## src/rtl/multicycle_ctrl_if.sv

```systemverilog
// rtl/multicycle_ctrl_if.sv - shared single-port memory request/ready handshake
//
// Signals:
//   mem_req   controller -> memory  access request
//   MemRW     controller -> memory  0 read, 1 write (valid while mem_req=1)
//   AdrSrc    controller -> memory  address select: 0 PC, 1 ALU-out register
//   mem_ready memory -> controller  current request completes this cycle
//
// Modports:
//   master  the multicycle controller (drives the request)
//   slave   the memory port (answers with mem_ready)

interface multicycle_ctrl_if;
    logic mem_req;
    logic MemRW;
    logic AdrSrc;
    logic mem_ready;

    modport master (
        output mem_req,
        output MemRW,
        output AdrSrc,
        input  mem_ready
    );

    modport slave (
        input  mem_req,
        input  MemRW,
        input  AdrSrc,
        output mem_ready
    );
endinterface

```

## src/rtl/multicycle_ctrl.sv

```systemverilog
// rtl/multicycle_ctrl.sv - Moore FSM sequencing the RV32I multicycle datapath
//
// Build option: MULTICYCLE_TRAP_EN
//   defined   : an illegal opcode parks the FSM in TRAP (illegal=1) until reset
//   undefined : an illegal opcode retires as a NOP (PC+4, no register write)
//
// Ports:
//   i_clk       rising-edge clock
//   i_rst       synchronous active-high reset; forces every output to 0
//   i_Op        opcode IR[6:0], sampled only in DECODE
//   i_br_taken  branch comparator result, used in BRANCH
//   mem         memory handshake (mem_req/MemRW/AdrSrc out, mem_ready in)
//   o_IRWrite   load IR and OldPC
//   o_PCWrite   update PC
//   o_PCSel     00 OldPC+4, 01 ALU result, 10 ALU result & ~1
//   o_RegWEn    register-file write enable
//   o_ImmSel    00 I, 01 S, 10 B, 11 J/U
//   o_ASel      ALU A: 0 rs1, 1 OldPC
//   o_BSel      ALU B: 0 rs2, 1 immediate
//   o_ALUOp     00 ADD, 01 SUB/compare, 10 funct-decoded
//   o_WBSel     00 ALU, 01 memory data, 10 OldPC+4, 11 immediate
//   o_illegal   illegal-opcode flag
//   o_instret   instructions retired since reset (wraps)

module multicycle_ctrl #(
    parameter int CNT_W = 32
) (
    input  logic                 i_clk,
    input  logic                 i_rst,
    input  logic [6:0]           i_Op,
    input  logic                 i_br_taken,
    multicycle_ctrl_if.master    mem,
    output logic                 o_IRWrite,
    output logic                 o_PCWrite,
    output logic [1:0]           o_PCSel,
    output logic                 o_RegWEn,
    output logic [1:0]           o_ImmSel,
    output logic                 o_ASel,
    output logic                 o_BSel,
    output logic [1:0]           o_ALUOp,
    output logic [1:0]           o_WBSel,
    output logic                 o_illegal,
    output logic [CNT_W-1:0]     o_instret
);

    localparam logic [6:0] OP_R      = 7'b0110011;
    localparam logic [6:0] OP_I      = 7'b0010011;
    localparam logic [6:0] OP_LOAD   = 7'b0000011;
    localparam logic [6:0] OP_STORE  = 7'b0100011;
    localparam logic [6:0] OP_BRANCH = 7'b1100011;
    localparam logic [6:0] OP_JAL    = 7'b1101111;
    localparam logic [6:0] OP_JALR   = 7'b1100111;
    localparam logic [6:0] OP_LUI    = 7'b0110111;
    localparam logic [6:0] OP_AUIPC  = 7'b0010111;

    typedef enum logic [3:0] {
        S_FETCH,
        S_DECODE,
        S_EXEC,
        S_MEMADR,
        S_MEMRD,
        S_MEMWR,
        S_WB_ALU,
        S_WB_MEM,
        S_BRANCH,
        S_JUMP,
        S_WB_IMM,
        S_TRAP
    } state_t;

    state_t             r_state;
    state_t             w_next;
    // Op is only valid on the IR in DECODE from the FSM's point of view, so the
    // later states that still need to tell instruction variants apart use this copy.
    logic [6:0]         r_op;
    logic [CNT_W-1:0]   r_instret;

    logic       w_mem_req;
    logic       w_mem_rw;
    logic       w_adr_src;
    logic       w_ir_write;
    logic       w_pc_write;
    logic [1:0] w_pc_sel;
    logic       w_reg_wen;
    logic [1:0] w_imm_sel;
    logic       w_a_sel;
    logic       w_b_sel;
    logic [1:0] w_alu_op;
    logic [1:0] w_wb_sel;
    logic       w_illegal;

    always_ff @(posedge i_clk) begin
        if (i_rst) begin
            r_state   <= S_FETCH;
            r_op      <= '0;
            r_instret <= '0;
        end else begin
            r_state <= w_next;
            if (r_state == S_DECODE) begin
                r_op <= i_Op;
            end
            if (w_pc_write) begin
                r_instret <= r_instret + 1'b1;
            end
        end
    end

    always_comb begin
        w_next     = r_state;
        w_mem_req  = 1'b0;
        w_mem_rw   = 1'b0;
        w_adr_src  = 1'b0;
        w_ir_write = 1'b0;
        w_pc_write = 1'b0;
        w_pc_sel   = 2'b00;
        w_reg_wen  = 1'b0;
        w_imm_sel  = 2'b00;
        w_a_sel    = 1'b0;
        w_b_sel    = 1'b0;
        w_alu_op   = 2'b00;
        w_wb_sel   = 2'b00;
        w_illegal  = 1'b0;

        case (r_state)
            S_FETCH: begin
                w_mem_req = 1'b1;
                if (mem.mem_ready) begin
                    w_ir_write = 1'b1;
                    w_next     = S_DECODE;
                end
            end

            S_DECODE: begin
                case (i_Op)
                    OP_R, OP_I, OP_AUIPC: w_next = S_EXEC;
                    OP_LOAD, OP_STORE:    w_next = S_MEMADR;
                    OP_BRANCH:            w_next = S_BRANCH;
                    OP_JAL, OP_JALR:      w_next = S_JUMP;
                    OP_LUI:               w_next = S_WB_IMM;
                    default:              w_next = S_TRAP;
                endcase
            end

            S_EXEC: begin
                case (r_op)
                    OP_I: begin
                        w_b_sel  = 1'b1;
                        w_alu_op = 2'b10;
                    end
                    OP_AUIPC: begin
                        w_a_sel   = 1'b1;
                        w_b_sel   = 1'b1;
                        w_imm_sel = 2'b11;
                    end
                    default: begin
                        w_alu_op = 2'b10;
                    end
                endcase
                w_next = S_WB_ALU;
            end

            S_MEMADR: begin
                w_b_sel = 1'b1;
                if (r_op == OP_STORE) begin
                    w_imm_sel = 2'b01;
                    w_next    = S_MEMWR;
                end else begin
                    w_next = S_MEMRD;
                end
            end

            S_MEMRD: begin
                w_mem_req = 1'b1;
                w_adr_src = 1'b1;
                if (mem.mem_ready) begin
                    w_next = S_WB_MEM;
                end
            end

            S_MEMWR: begin
                w_mem_req = 1'b1;
                w_adr_src = 1'b1;
                w_mem_rw  = 1'b1;
                // A store has no write-back, so it retires in its completion cycle.
                if (mem.mem_ready) begin
                    w_pc_write = 1'b1;
                    w_next     = S_FETCH;
                end
            end

            S_WB_ALU: begin
                w_reg_wen  = 1'b1;
                w_pc_write = 1'b1;
                w_next     = S_FETCH;
            end

            S_WB_MEM: begin
                w_reg_wen  = 1'b1;
                w_wb_sel   = 2'b01;
                w_pc_write = 1'b1;
                w_next     = S_FETCH;
            end

            S_WB_IMM: begin
                w_reg_wen  = 1'b1;
                w_wb_sel   = 2'b11;
                w_imm_sel  = 2'b11;
                w_pc_write = 1'b1;
                w_next     = S_FETCH;
            end

            S_BRANCH: begin
                w_a_sel    = 1'b1;
                w_b_sel    = 1'b1;
                w_imm_sel  = 2'b10;
                w_pc_write = 1'b1;
                w_pc_sel   = i_br_taken ? 2'b01 : 2'b00;
                w_next     = S_FETCH;
            end

            S_JUMP: begin
                // The ALU computes the target; the link value OldPC+4 is written back.
                if (r_op == OP_JALR) begin
                    w_pc_sel = 2'b10;
                end else begin
                    w_a_sel   = 1'b1;
                    w_imm_sel = 2'b11;
                    w_pc_sel  = 2'b01;
                end
                w_b_sel    = 1'b1;
                w_reg_wen  = 1'b1;
                w_wb_sel   = 2'b10;
                w_pc_write = 1'b1;
                w_next     = S_FETCH;
            end

            S_TRAP: begin
`ifdef MULTICYCLE_TRAP_EN
                w_illegal = 1'b1;
                w_next    = S_TRAP;
`else
                // Unknown opcode retires as a NOP: advance PC, write nothing.
                w_pc_write = 1'b1;
                w_next     = S_FETCH;
`endif
            end

            default: begin
                w_next = S_FETCH;
            end
        endcase
    end

    // Reset masks every output combinationally so nothing fires in the reset cycle,
    // even when reset lands in the middle of a memory access.
    assign mem.mem_req = w_mem_req  & ~i_rst;
    assign mem.MemRW   = w_mem_rw   & ~i_rst;
    assign mem.AdrSrc  = w_adr_src  & ~i_rst;
    assign o_IRWrite   = w_ir_write & ~i_rst;
    assign o_PCWrite   = w_pc_write & ~i_rst;
    assign o_PCSel     = i_rst ? 2'b00 : w_pc_sel;
    assign o_RegWEn    = w_reg_wen  & ~i_rst;
    assign o_ImmSel    = i_rst ? 2'b00 : w_imm_sel;
    assign o_ASel      = w_a_sel    & ~i_rst;
    assign o_BSel      = w_b_sel    & ~i_rst;
    assign o_ALUOp     = i_rst ? 2'b00 : w_alu_op;
    assign o_WBSel     = i_rst ? 2'b00 : w_wb_sel;
    assign o_illegal   = w_illegal  & ~i_rst;
    assign o_instret   = i_rst ? '0 : r_instret;

endmodule

```

## src/flat_wrapper.sv

```systemverilog
// flat-port wrapper written by rule: the top's interface ports become plain ports
module multicycle_ctrl_flat 
#(
    parameter int CNT_W = 32
)
  (i_clk, i_rst, i_Op, i_br_taken, o_IRWrite, o_PCWrite, o_PCSel, o_RegWEn, o_ImmSel, o_ASel, o_BSel, o_ALUOp, o_WBSel, o_illegal, o_instret, mem_mem_req, mem_MemRW, mem_AdrSrc, mem_mem_ready);
  multicycle_ctrl_if mem_i ();
  input  logic i_clk;
  input  logic i_rst;
  input  logic [6:0] i_Op;
  input  logic i_br_taken;
  output logic o_IRWrite;
  output logic o_PCWrite;
  output logic [1:0] o_PCSel;
  output logic o_RegWEn;
  output logic [1:0] o_ImmSel;
  output logic o_ASel;
  output logic o_BSel;
  output logic [1:0] o_ALUOp;
  output logic [1:0] o_WBSel;
  output logic o_illegal;
  output logic [CNT_W-1:0] o_instret;
  output wire logic [$bits(mem_i.mem_req)-1:0] mem_mem_req;
  output wire logic [$bits(mem_i.MemRW)-1:0] mem_MemRW;
  output wire logic [$bits(mem_i.AdrSrc)-1:0] mem_AdrSrc;
  input wire logic [$bits(mem_i.mem_ready)-1:0] mem_mem_ready;
  assign mem_mem_req = mem_i.mem_req;
  assign mem_MemRW = mem_i.MemRW;
  assign mem_AdrSrc = mem_i.AdrSrc;
  assign mem_i.mem_ready = mem_mem_ready;
  multicycle_ctrl #(.CNT_W(CNT_W)) u_core (.i_clk(i_clk), .i_rst(i_rst), .i_Op(i_Op), .i_br_taken(i_br_taken), .mem(mem_i), .o_IRWrite(o_IRWrite), .o_PCWrite(o_PCWrite), .o_PCSel(o_PCSel), .o_RegWEn(o_RegWEn), .o_ImmSel(o_ImmSel), .o_ASel(o_ASel), .o_BSel(o_BSel), .o_ALUOp(o_ALUOp), .o_WBSel(o_WBSel), .o_illegal(o_illegal), .o_instret(o_instret));
endmodule
```

## config.mk

```make
export PLATFORM = sky130hd
export DESIGN_NAME = multicycle_ctrl_flat
export DESIGN_NICKNAME = d
export VERILOG_FILES = /design/src/rtl/multicycle_ctrl_if.sv /design/src/rtl/multicycle_ctrl.sv /design/src/flat_wrapper.sv
export SDC_FILE = /design/constraint.sdc
export NUM_CORES = 1
export LEC_CHECK = 0
export BUFFER_PORTS_ARGS = -buffer_cell sky130_fd_sc_hd__clkbuf_2
export CORE_ASPECT_RATIO = 0.8
export CORE_MARGIN = 2
export CORE_UTILIZATION = 35
export CTS_CLUSTER_SIZE = 14
export DETAILED_ROUTE_END_ITERATION = 16
export PLACE_DENSITY = 0.56
export SLEW_MARGIN = 20
export SYNTH_ARGS = -nofsm -noshare
export SYNTH_HDL_FRONTEND = slang
export SYNTH_SLANG_ARGS = --single-unit
```

## constraint.sdc

```tcl
create_clock -name i_clk -period 2.5 [get_ports i_clk]
set_input_delay 0.125 -clock i_clk [delete_from_list [all_inputs] [get_ports i_clk]]
set_output_delay 0.125 -clock i_clk [all_outputs]
set_load 0.02 [all_outputs]
```

==> impl_metrics.yaml, run 1 <==
cts:
  clkTransAtPathRegs_ns: 0.08
  clock_sinks: 43
  clock_latency_ns: 0.30
  clk_root_buffer_cell: "clkbuf_8"
  h-tree-depth: 2
  cts_hold_buf: 0
  cts_made_buffers: 5
  postCtsSetupRepairBufs: 0
  cts_resized: 0
  cts_max_path_buffers: 2
  cts_tree: "built"
power:
  power_density_mw_per_mm2: 607
  vdd_drop_max_v: 0.000362
  p_leak_nw: 1.16
sta:
  post-route-min-period_ns: 2.22
  setup_ws_ns: 0.276
  worst_pin_slew_ns: 0.545
  rsz0062_at_grt: "false"
  clock.fmax_mhz: 450
  max_slew_margin: 0.636
  fin_skew_ns: 0.00958
  period_share: 0.890
  fin_setup_tns_ns: 0
  setup_viol: 0
  finalHoldViolCount: 0
  final_max_slew_viol_count: 0
layout:
  layout_commonest_cell: "clkbuf_2"
  final_cell_mix: "57 x clkbuf_2, 45 x nor2_1, 43 x dfxtp_1"
  fin_nets: 397
  final_layout_size_suffix_gt1_frac: 0.218
  antenna_cells: 0
  area_growth_pct: 18.1
worst_setup_path:
  critical_path_required_ns: 2.68
  reg2reg_slack_ns: 0.28
  cp.buffers_inverters: 0
  rr_worst_depth: 5
  cp-start-kind: "flop"
  crit_path_end_kind: "flop"
  arrival_ns: 2.41
  setup.worst_path.class: "flop to flop"
  critPathSlowestCell: "dfxtp_1"
  rr_endpoint: "u_core.r_instret[31]$_SDFFE_PP0N_"
  cp_top_family: "simple AND/OR/NAND/NOR gates"
  r2r-start: "u_core.r_state[3]$_SDFFE_PP0P_"
  cp_cell_sequence: "xor2_1, nand4_1, nor3_1, nand3_1, mux2_2"
  crit_fanout: 15
  critPathMaxStageDelay_ns: 0.62
global_route:
  grt.total_usage: 0.163
  grt_overflow_total: 0
  grt_max_degree: 72
  grt_pass1_wl_um: 10500
  grt_antenna_before_repair: 0
  grt_pass1_vias: 2171
placed_design:
  post-place-ws_ns: 0.326
  gp_congestion: 0.840
  numPortBuffers: 57
  detailed_place_hpwl_um: 4520
synth:
  ys_types: 48
  synth_top_area_share: 0.338
  yosys_warnings: 0
  synth_area_leaders: "dfxtp_1 34%, xnor2_1 6.9%, nor2_1 6.6%"
  yosys.area.top_type: "dfxtp_1"
  synth_edf_count: 0
  netlist_area_mm2: 0.00255
  syn_inst: 336
  yosysSeqAreaShare: 0.338
  synthFlopType: "dfxtp_1"
  ys_ff_latch: 43
  synthArstFlopShare: 0
  postSynthAreaPerCell_um2: 7.58
routing:
  routed_via_density: 5.07
  wl_per_cell_um: 13.1
  ant_nets: 0
  dr.pass1.iters: 4
  routed_wl_um: 6200
  via_count: 2399
  first_iter_violations: 125
  drc_errors: 0
die:
  rows: 27
  core-area_mm2: 0.00696
  dieArea_mm2: 0.00798
  ios: 60
  initial_core_util: 0.366
  die_h_um: 80.3
  die_w_um: 99.4
status:
  outcome: "finished, final reports clean"
flow_run:
  timing.max_cap.violations: 0
hold_path:
  holdPathEnd: "u_core.r_op[0]$_SDFFE_PP0P_"
  hold_depth: 3
  hp-start: "i_Op[0]"
  hp-class: "primary input to flop"
layout make-up:
type                       count  area [um2]
inverter                      10        37.5
multi-input combinational    263        1560
fill                         747        3950
sequential                    43         861
timing repair buffer          62         335
clock buffer                   7        96.3
clock inverter                 1        7.51
tap                           87         109
synthesized netlist by cell type, types with 4 or more instances:
master and number:
nand2_1 33, buf_2 4, nand2b_1 8, nor4_1 11, xnor2_1 20, nand4_1 6, nor2_1 45, or2_2 4
mux2_2 4, nand3_1 11, clkbuf_1 13, or3_1 6, o21ai_0 13, inv_1 10, a21oi_1 17, nor3_1 14
nor2b_1 27, dfxtp_1 43
state kept, by name, summed over array words and instances, names as in the netlist:
signal / count
u_core.r_state: 4
u_core.r_instret: 32
u_core.r_op: 7
power by group:
| part | internal (W) | switching, W | total, W |
|---|---|---|---|
| Sequential | 0.000742 | 0.0000678 | 0.000810 |
| Combinational | 0.000184 | 0.000337 | 0.000521 |
| Clock | 0.000251 | 0.000242 | 0.000494 |
metrics by stage:
| step | instances | instance area [um2] | hold slack (ns) | power, W | util |
|---|---|---|---|---|---|
| 6_report | 473 | 3010 | 0.0581 | 0.00182 | 0.432 |
| 5_1_grt | 473 | 3010 | 0.0496 | 0.00196 | 0.432 |
| 4_1_cts | 473 | 3010 | 0.0416 | 0.00184 | 0.432 |
| 3_5_place_dp | 465 | 2900 | 0.370 | 0.00135 | 0.417 |
| 3_3_place_gp | 465 | 2900 | 0.371 | 0.00134 | 0.417 |
| 2_1_floorplan | 337 | 2550 | 0.261 | 0.00121 | - |
layer usage:
metal	share of wire	wire length, um	up-vias	track usage
met5	0	0	-	0
met4	0.0089	55	0	0.0493
met3	0.032	201	4	0.0339
met2	0.43	2680	31	0.247
met1	0.53	3270	1116	0.232
li1	-	-	1248	-
logic make-up (layout without fill, tap and decap cells):
kind of cell,count (synthesis),in the layout,synth area share
AO/OA/AOI/OAI,45,45,0.107
XOR/XNOR,23,23,0.0791
adder cells (fa/ha/maj),1,1,0.00491
buffers and inverters,31,80,0.0506
flip-flops,43,43,0.338
multiplexers,5,5,0.0216
other,1,2,0.00147
AND/OR/NAND/NOR,187,187,0.398
tightest hold or removal path: cells and delay by family:
kind | cells | cell delay, ns
buffers and inverters | 1 | 0.09
and+or+nand+nor | 1 | 0.05
AOI/OAI and AO/OA | 1 | 0.05
how the worst max path moves through the flow:
stage,startpoint,endpoint,cells past startpoint
floorplan,u_core.r_state[1]$_SDFFE_PP0P_,mem_mem_req,3
global route,u_core.r_state[3]$_SDFFE_PP0P_,u_core.r_instret[31]$_SDFFE_PP0N_,5
detailed placement,u_core.r_state[3]$_SDFFE_PP0P_,u_core.r_instret[10]$_SDFFE_PP0N_,5
finish,u_core.r_state[3]$_SDFFE_PP0P_,u_core.r_instret[31]$_SDFFE_PP0N_,5
global placement,u_core.r_state[3]$_SDFFE_PP0P_,u_core.r_instret[14]$_SDFFE_PP0N_,6
CTS,u_core.r_state[3]$_SDFFE_PP0P_,o_ImmSel[0],5
(Power assumes the default switching activity.)
==> run 2: changes to the inputs <==
--- a/config.mk
+++ b/config.mk
@@ -11,7 +11,7 @@
 export CORE_UTILIZATION = 35
 export CTS_CLUSTER_SIZE = 14
 export DETAILED_ROUTE_END_ITERATION = 16
-export PLACE_DENSITY = 0.56
+export PLACE_DENSITY = 0.6
 export SLEW_MARGIN = 20
 export SYNTH_ARGS = -nofsm -noshare
 export SYNTH_HDL_FRONTEND = slang
==> run 2 against run 1 <==
Effect of this change: flip-flop and latch count unchanged; utilization down 0.27 points; final area down 0.62%; register-to-register slack better by 0.09 ns; die area unchanged; critical path depth unchanged; clock-buffer cell count down 1; via count up 1.1%; worst hold slack better by 0.0014 ns; critical path type is now flop to output pin; largest power group unchanged; highest routed layer unchanged.
==> impl_metrics.yaml, run 2 (same netlist as run 1, synthesis figures left out) <==
sta:
  final_max_slew_viol_count: 0
  max_slew_margin: 0.617
  clock.fmax_mhz: 461
  setup_viol: 0
  fin_setup_tns_ns: 0
  period_share: 0.867
  hold_slack_ns: 0.0595
  rsz0062_at_grt: "false"
  finalHoldViolCount: 0
  worst_pin_slew_ns: 0.568
  post-route-min-period_ns: 2.17
  fin_skew_ns: 0.0105
die:
  die_h_um: 80.3
  die_w_um: 99.4
  rows: 27
  core-area_mm2: 0.00696
  ios: 60
  initial_core_util: 0.366
  dieArea_mm2: 0.00798
cts:
  clk_root_buffer_cell: "clkbuf_8"
  postCtsSetupRepairBufs: 0
  h-tree-depth: 2
  cts_hold_buf: 0
  cts_made_buffers: 5
  clkTransAtPathRegs_ns: 0.08
  cts_max_path_buffers: 2
  cts_resized: 0
  clock_latency_ns: 0.30
  cts_tree: "built"
  clock_sinks: 43
placed_design:
  gp_congestion: 0.845
  detailed_place_hpwl_um: 4380
  numPortBuffers: 57
  placed_cells: 465
layout:
  post-route-util: 0.429
  fill_cells: 716
  multi_input_area_mm2: 0.00156
  final_layout_size_suffix_gt1_frac: 0.215
  layout_commonest_cell: "clkbuf_2"
  regArea_um2: 861
  regMostFlops: "u_core.r_instret"
  fin_nets: 397
  largest_reg_flops: 32
  antenna_cells: 0
  instances_no_fill: 473
  final_cell_mix: "57 x clkbuf_2, 45 x nor2_1, 43 x dfxtp_1"
  largestRegisters: "u_core.r_instret: 32 flops, u_core.r_op: 7 flops, u_core.r_state: 4 flops"
  area_growth_pct: 17.3
worst_setup_path:
  crit_path_end_kind: "output pin"
  setup.worst_path.class: "flop to output pin"
  cp-start-kind: "flop"
  arrival_ns: 2.04
  crit_fanout: 15
  critical_path_required_ns: 2.38
routing:
  ant_nets: 0
  dr.pass1.iters: 4
  drc_errors: 0
  routed_via_density: 5.13
  wl_per_cell_um: 12.8
  via_count: 2425
  routed_wl_um: 6050
  first_iter_violations: 135
global_route:
  grt_antenna_before_repair: 0
  grt_pass1_wl_um: 10000
  grt_overflow_total: 0
  grt.total_usage: 0.155
  grt_max_degree: 75
  grt_pass1_vias: 2143
hold_path:
  hp-class: "primary input to flop"
power:
  p_leak_nw: 1.15
  power_w: 0.00176
  power_density_mw_per_mm2: 590
  vdd_drop_max_v: 0.000346
status:
  outcome: "finished, final reports clean"
flow_run:
  timing.max_cap.violations: 0
[run 2: changes by cell type in the layout (fill, tap and decap cells not counted), sizes merged]
cell    before  now
clkbuf      64   63
clkinv       0    1
[run 2: layout make-up]
| cell class | instances | area share |
|---|---|---|
| multi-input cells | 263 | 0.522 |
| clock buffers | 6 | 0.0243 |
| inverters | 10 | 0.0126 |
| clock inverters | 2 | 0.00419 |
| flip-flops and latches | 43 | 0.288 |
| well taps | 87 | 0.0364 |
| repair buffers | 62 | 0.112 |
[run 2: worst paths after layout]
kind | from | endpoint | slack [ns] | depth (start not counted)
max | u_core.r_state[3]$_SDFFE_PP0P_ | o_ImmSel[0] | 0.33 | 5
min | i_Op[1] | u_core.r_op[1]$_SDFFE_PP0P_ | 0.06 | 3
max reg2reg | u_core.r_state[3]$_SDFFE_PP0P_ | u_core.r_instret[14]$_SDFFE_PP0N_ | 0.37 | 6
min reg2reg | u_core.r_op[0]$_SDFFE_PP0P_ | u_core.r_op[0]$_SDFFE_PP0P_ | 0.46 | 2
[run 2: layer usage]
metal | track usage | up-vias | wire (um)
li1 | - | 1251 | -
met1 | 0.215 | 1109 | 3140
met2 | 0.245 | 60 | 2600
met3 | 0.0287 | 5 | 248
met4 | 0.0452 | 0 | 55
met5 | 0 | - | 0
[run 2: critical path, stage by stage, from the launching register on]
cell and delay, ns:
dfxtp_1 0.45, or2_2 0.40, or2_2 0.31, o32ai_1 0.22, o31a_1 0.20, clkbuf_2 0.16
[run 2: power breakdown]
group	total [W]	switching [W]	internal [W]
clock network	0.000436	0.000240	0.000195
logic	0.000518	0.000335	0.000184
registers	0.000810	0.0000679	0.000742
total	0.00176	0.000643	0.00112
[run 2: stage by stage]
step | setup slack (ns) | instance area [um2]
5_1_grt | 0.108 | 2990
6_report | 0.333 | 2990
2_1_floorplan | 0.608 | 2550
3_3_place_gp | 0.414 | 2900
3_5_place_dp | 0.401 | 2900
4_1_cts | 0.325 | 2990
==> run 3: changes to the inputs <==
==> constraint.sdc (replaced) <==
create_clock -name i_clk -period 2.5 [get_ports i_clk]
set_input_delay 0.125 -clock i_clk [delete_from_list [all_inputs] [get_ports i_clk]]
set_output_delay 0.125 -clock i_clk [all_outputs]
set_load 0.05 [all_outputs]
==> run 3 against run 2 <==
Effect of this change: flip-flop and latch count did not move; die area did not move; utilization rose by 0.27 points; worst hold slack improved by 0.014 ns; combinational power rose by 19%; sequential power barely moved; maximum frequency fell by 6.4%; final area rose by 0.63%; wire length rose by 2.1%.
==> impl_metrics.yaml, run 3 (same netlist as run 1, synthesis figures left out) <==
layout:
  area_growth_pct: 18.1
  largestRegisters: "u_core.r_instret: 32 flops, u_core.r_op: 7 flops, u_core.r_state: 4 flops"
  final_layout_size_suffix_gt1_frac: 0.218
  fin_area_mm2: 0.00301
  instances_no_fill: 473
  regMostFlops: "u_core.r_instret"
  fin_nets: 397
  layout_commonest_cell: "clkbuf_2"
  antenna_cells: 0
  largest_reg_flops: 32
  final_cell_mix: "57 x clkbuf_2, 45 x nor2_1, 43 x dfxtp_1"
worst_setup_path:
  cp_common_cell: "or2_2"
  cp_cell_sequence: "or2_2, or2_2, o32ai_1, o31a_1, clkbuf_2"
  r2r-start: "u_core.r_state[3]$_SDFFE_PP0P_"
  cp-start-kind: "flop"
  reg2reg_slack_ns: 0.29
  setup.worst_path.class: "flop to output pin"
  critPathMaxStageDelay_ns: 0.46
  crit_fanout: 15
  rr_endpoint: "u_core.r_instret[12]$_SDFFE_PP0N_"
  cp.buffers_inverters: 1
  rr_worst_depth: 5
  arrival_ns: 2.19
  critical_path_required_ns: 2.38
  crit_path_end_kind: "output pin"
  critPathSlowestCell: "dfxtp_1"
  cp_top_family: "simple AND/OR/NAND/NOR gates"
die:
  die_h_um: 80.3
  die_w_um: 99.4
  core-area_mm2: 0.00696
  ios: 60
  dieArea_mm2: 0.00798
  initial_core_util: 0.366
  rows: 27
placed_design:
  placed_cells: 465
  detailed_place_hpwl_um: 4510
  gp_congestion: 0.792
  numPortBuffers: 57
  placed_area_mm2: 0.00291
routing:
  drc_errors: 0
  first_iter_violations: 153
  dr.pass1.iters: 4
  routed_wl_um: 6170
  routed_via_density: 5.09
  ant_nets: 0
  wl_per_cell_um: 13.0
  via_count: 2409
cts:
  h-tree-depth: 2
  cts_max_path_buffers: 2
  clk_root_buffer_cell: "clkbuf_8"
  cts_made_buffers: 5
  clkTransAtPathRegs_ns: 0.08
  cts_hold_buf: 0
  cts_tree: "built"
  cts_resized: 0
  postCtsSetupRepairBufs: 0
  clock_latency_ns: 0.30
  clock_sinks: 43
global_route:
  grt_pass1_wl_um: 10000
  grt_max_degree: 75
  grt_pass1_vias: 2121
  grt_overflow_total: 0
  grt_antenna_before_repair: 0
  grt.total_usage: 0.157
power:
  vdd_drop_max_v: 0.000303
  p_leak_nw: 1.16
  power_w: 0.00189
  power_density_mw_per_mm2: 629
sta:
  final_max_slew_viol_count: 0
  clock.fmax_mhz: 432
  max_slew_margin: 0.613
  post-route-min-period_ns: 2.32
  setup_viol: 0
  fin_skew_ns: 0.0131
  worst_pin_slew_ns: 0.574
  finalHoldViolCount: 0
  rsz0062_at_grt: "false"
  period_share: 0.926
status:
  outcome: "finished, final reports clean"
hold_path:
  hp-class: "primary input to flop"
  hp-start: "i_Op[1]"
  hold_depth: 3
  holdPathEnd: "u_core.r_op[1]$_SDFFE_PP0P_"
flow_run:
  timing.max_cap.violations: 0
==> run 3: changes by cell type in the layout (fill, tap and decap cells not counted), sizes merged <==
cell,before,now
clkbuf,63,64
clkinvlp,1,0
==> run 3: worst min-delay path, cell delays in order <==
cell and delay, ns:
clkbuf_2 0.09, nand2_1 0.06, a21oi_1 0.05
==> run 3: metal layers <==
| metal | track usage | share of wire | vias to the layer above |
|---|---|---|---|
| met1 | 0.225 | 0.51 | 1093 |
| met2 | 0.236 | 0.44 | 61 |
| li1 | - | - | 1253 |
| met4 | 0.0329 | 0.0044 | 0 |
| met5 | 0 | 0 | - |
| met3 | 0.0418 | 0.052 | 2 |
==> run 3: where the power goes <==
part | leakage [nW] | switching (W) | internal, W
Clock | 0.0484 | 0.000239 | 0.000227
Sequential | 0.347 | 0.0000699 | 0.000742
Combinational | 0.767 | 0.000428 | 0.000186
==> run 3: worst max path at each step <==
stage	startpoint	end	slack [ns]	cells past startpoint
finish	u_core.r_state[3]$_SDFFE_PP0P_	o_ImmSel[0]	0.18	5
global route	u_core.r_state[3]$_SDFFE_PP0P_	u_core.r_instret[12]$_SDFFE_PP0N_	0.05	5
detailed placement	u_core.r_state[3]$_SDFFE_PP0P_	u_core.r_instret[12]$_SDFFE_PP0N_	0.34	5
global placement	u_core.r_state[3]$_SDFFE_PP0P_	u_core.r_instret[14]$_SDFFE_PP0N_	0.38	6
floorplan	u_core.r_state[1]$_SDFFE_PP0P_	mem_mem_req	-0.08	3
CTS	u_core.r_state[3]$_SDFFE_PP0P_	o_ImmSel[0]	0.21	5
==> run 3: stage by stage <==
| stage | worst slack, ns | utilization | hold WS [ns] | TNS (ns) |
|---|---|---|---|---|
| global placement | 0.376 | 0.418 | 0.371 | 0 |
| detailed placement | 0.337 | 0.418 | 0.389 | 0 |
| CTS | 0.207 | 0.432 | 0.0660 | 0 |
| global route | 0.0477 | 0.432 | 0.0613 | 0 |
| finish | 0.184 | 0.432 | 0.0733 | 0 |
| floorplan | -0.0767 | - | 0.261 | -0.0767 |
==> run 3: cell type report <==
cell class | count | area (um2)
fillers | 747 | 3950
clock inverters | 1 | 8.76
well taps | 87 | 109
clock buffers | 7 | 86.3
multi-input cells | 263 | 1570
flip-flops and latches | 43 | 861
repair buffers | 62 | 335
inverters | 10 | 37.5
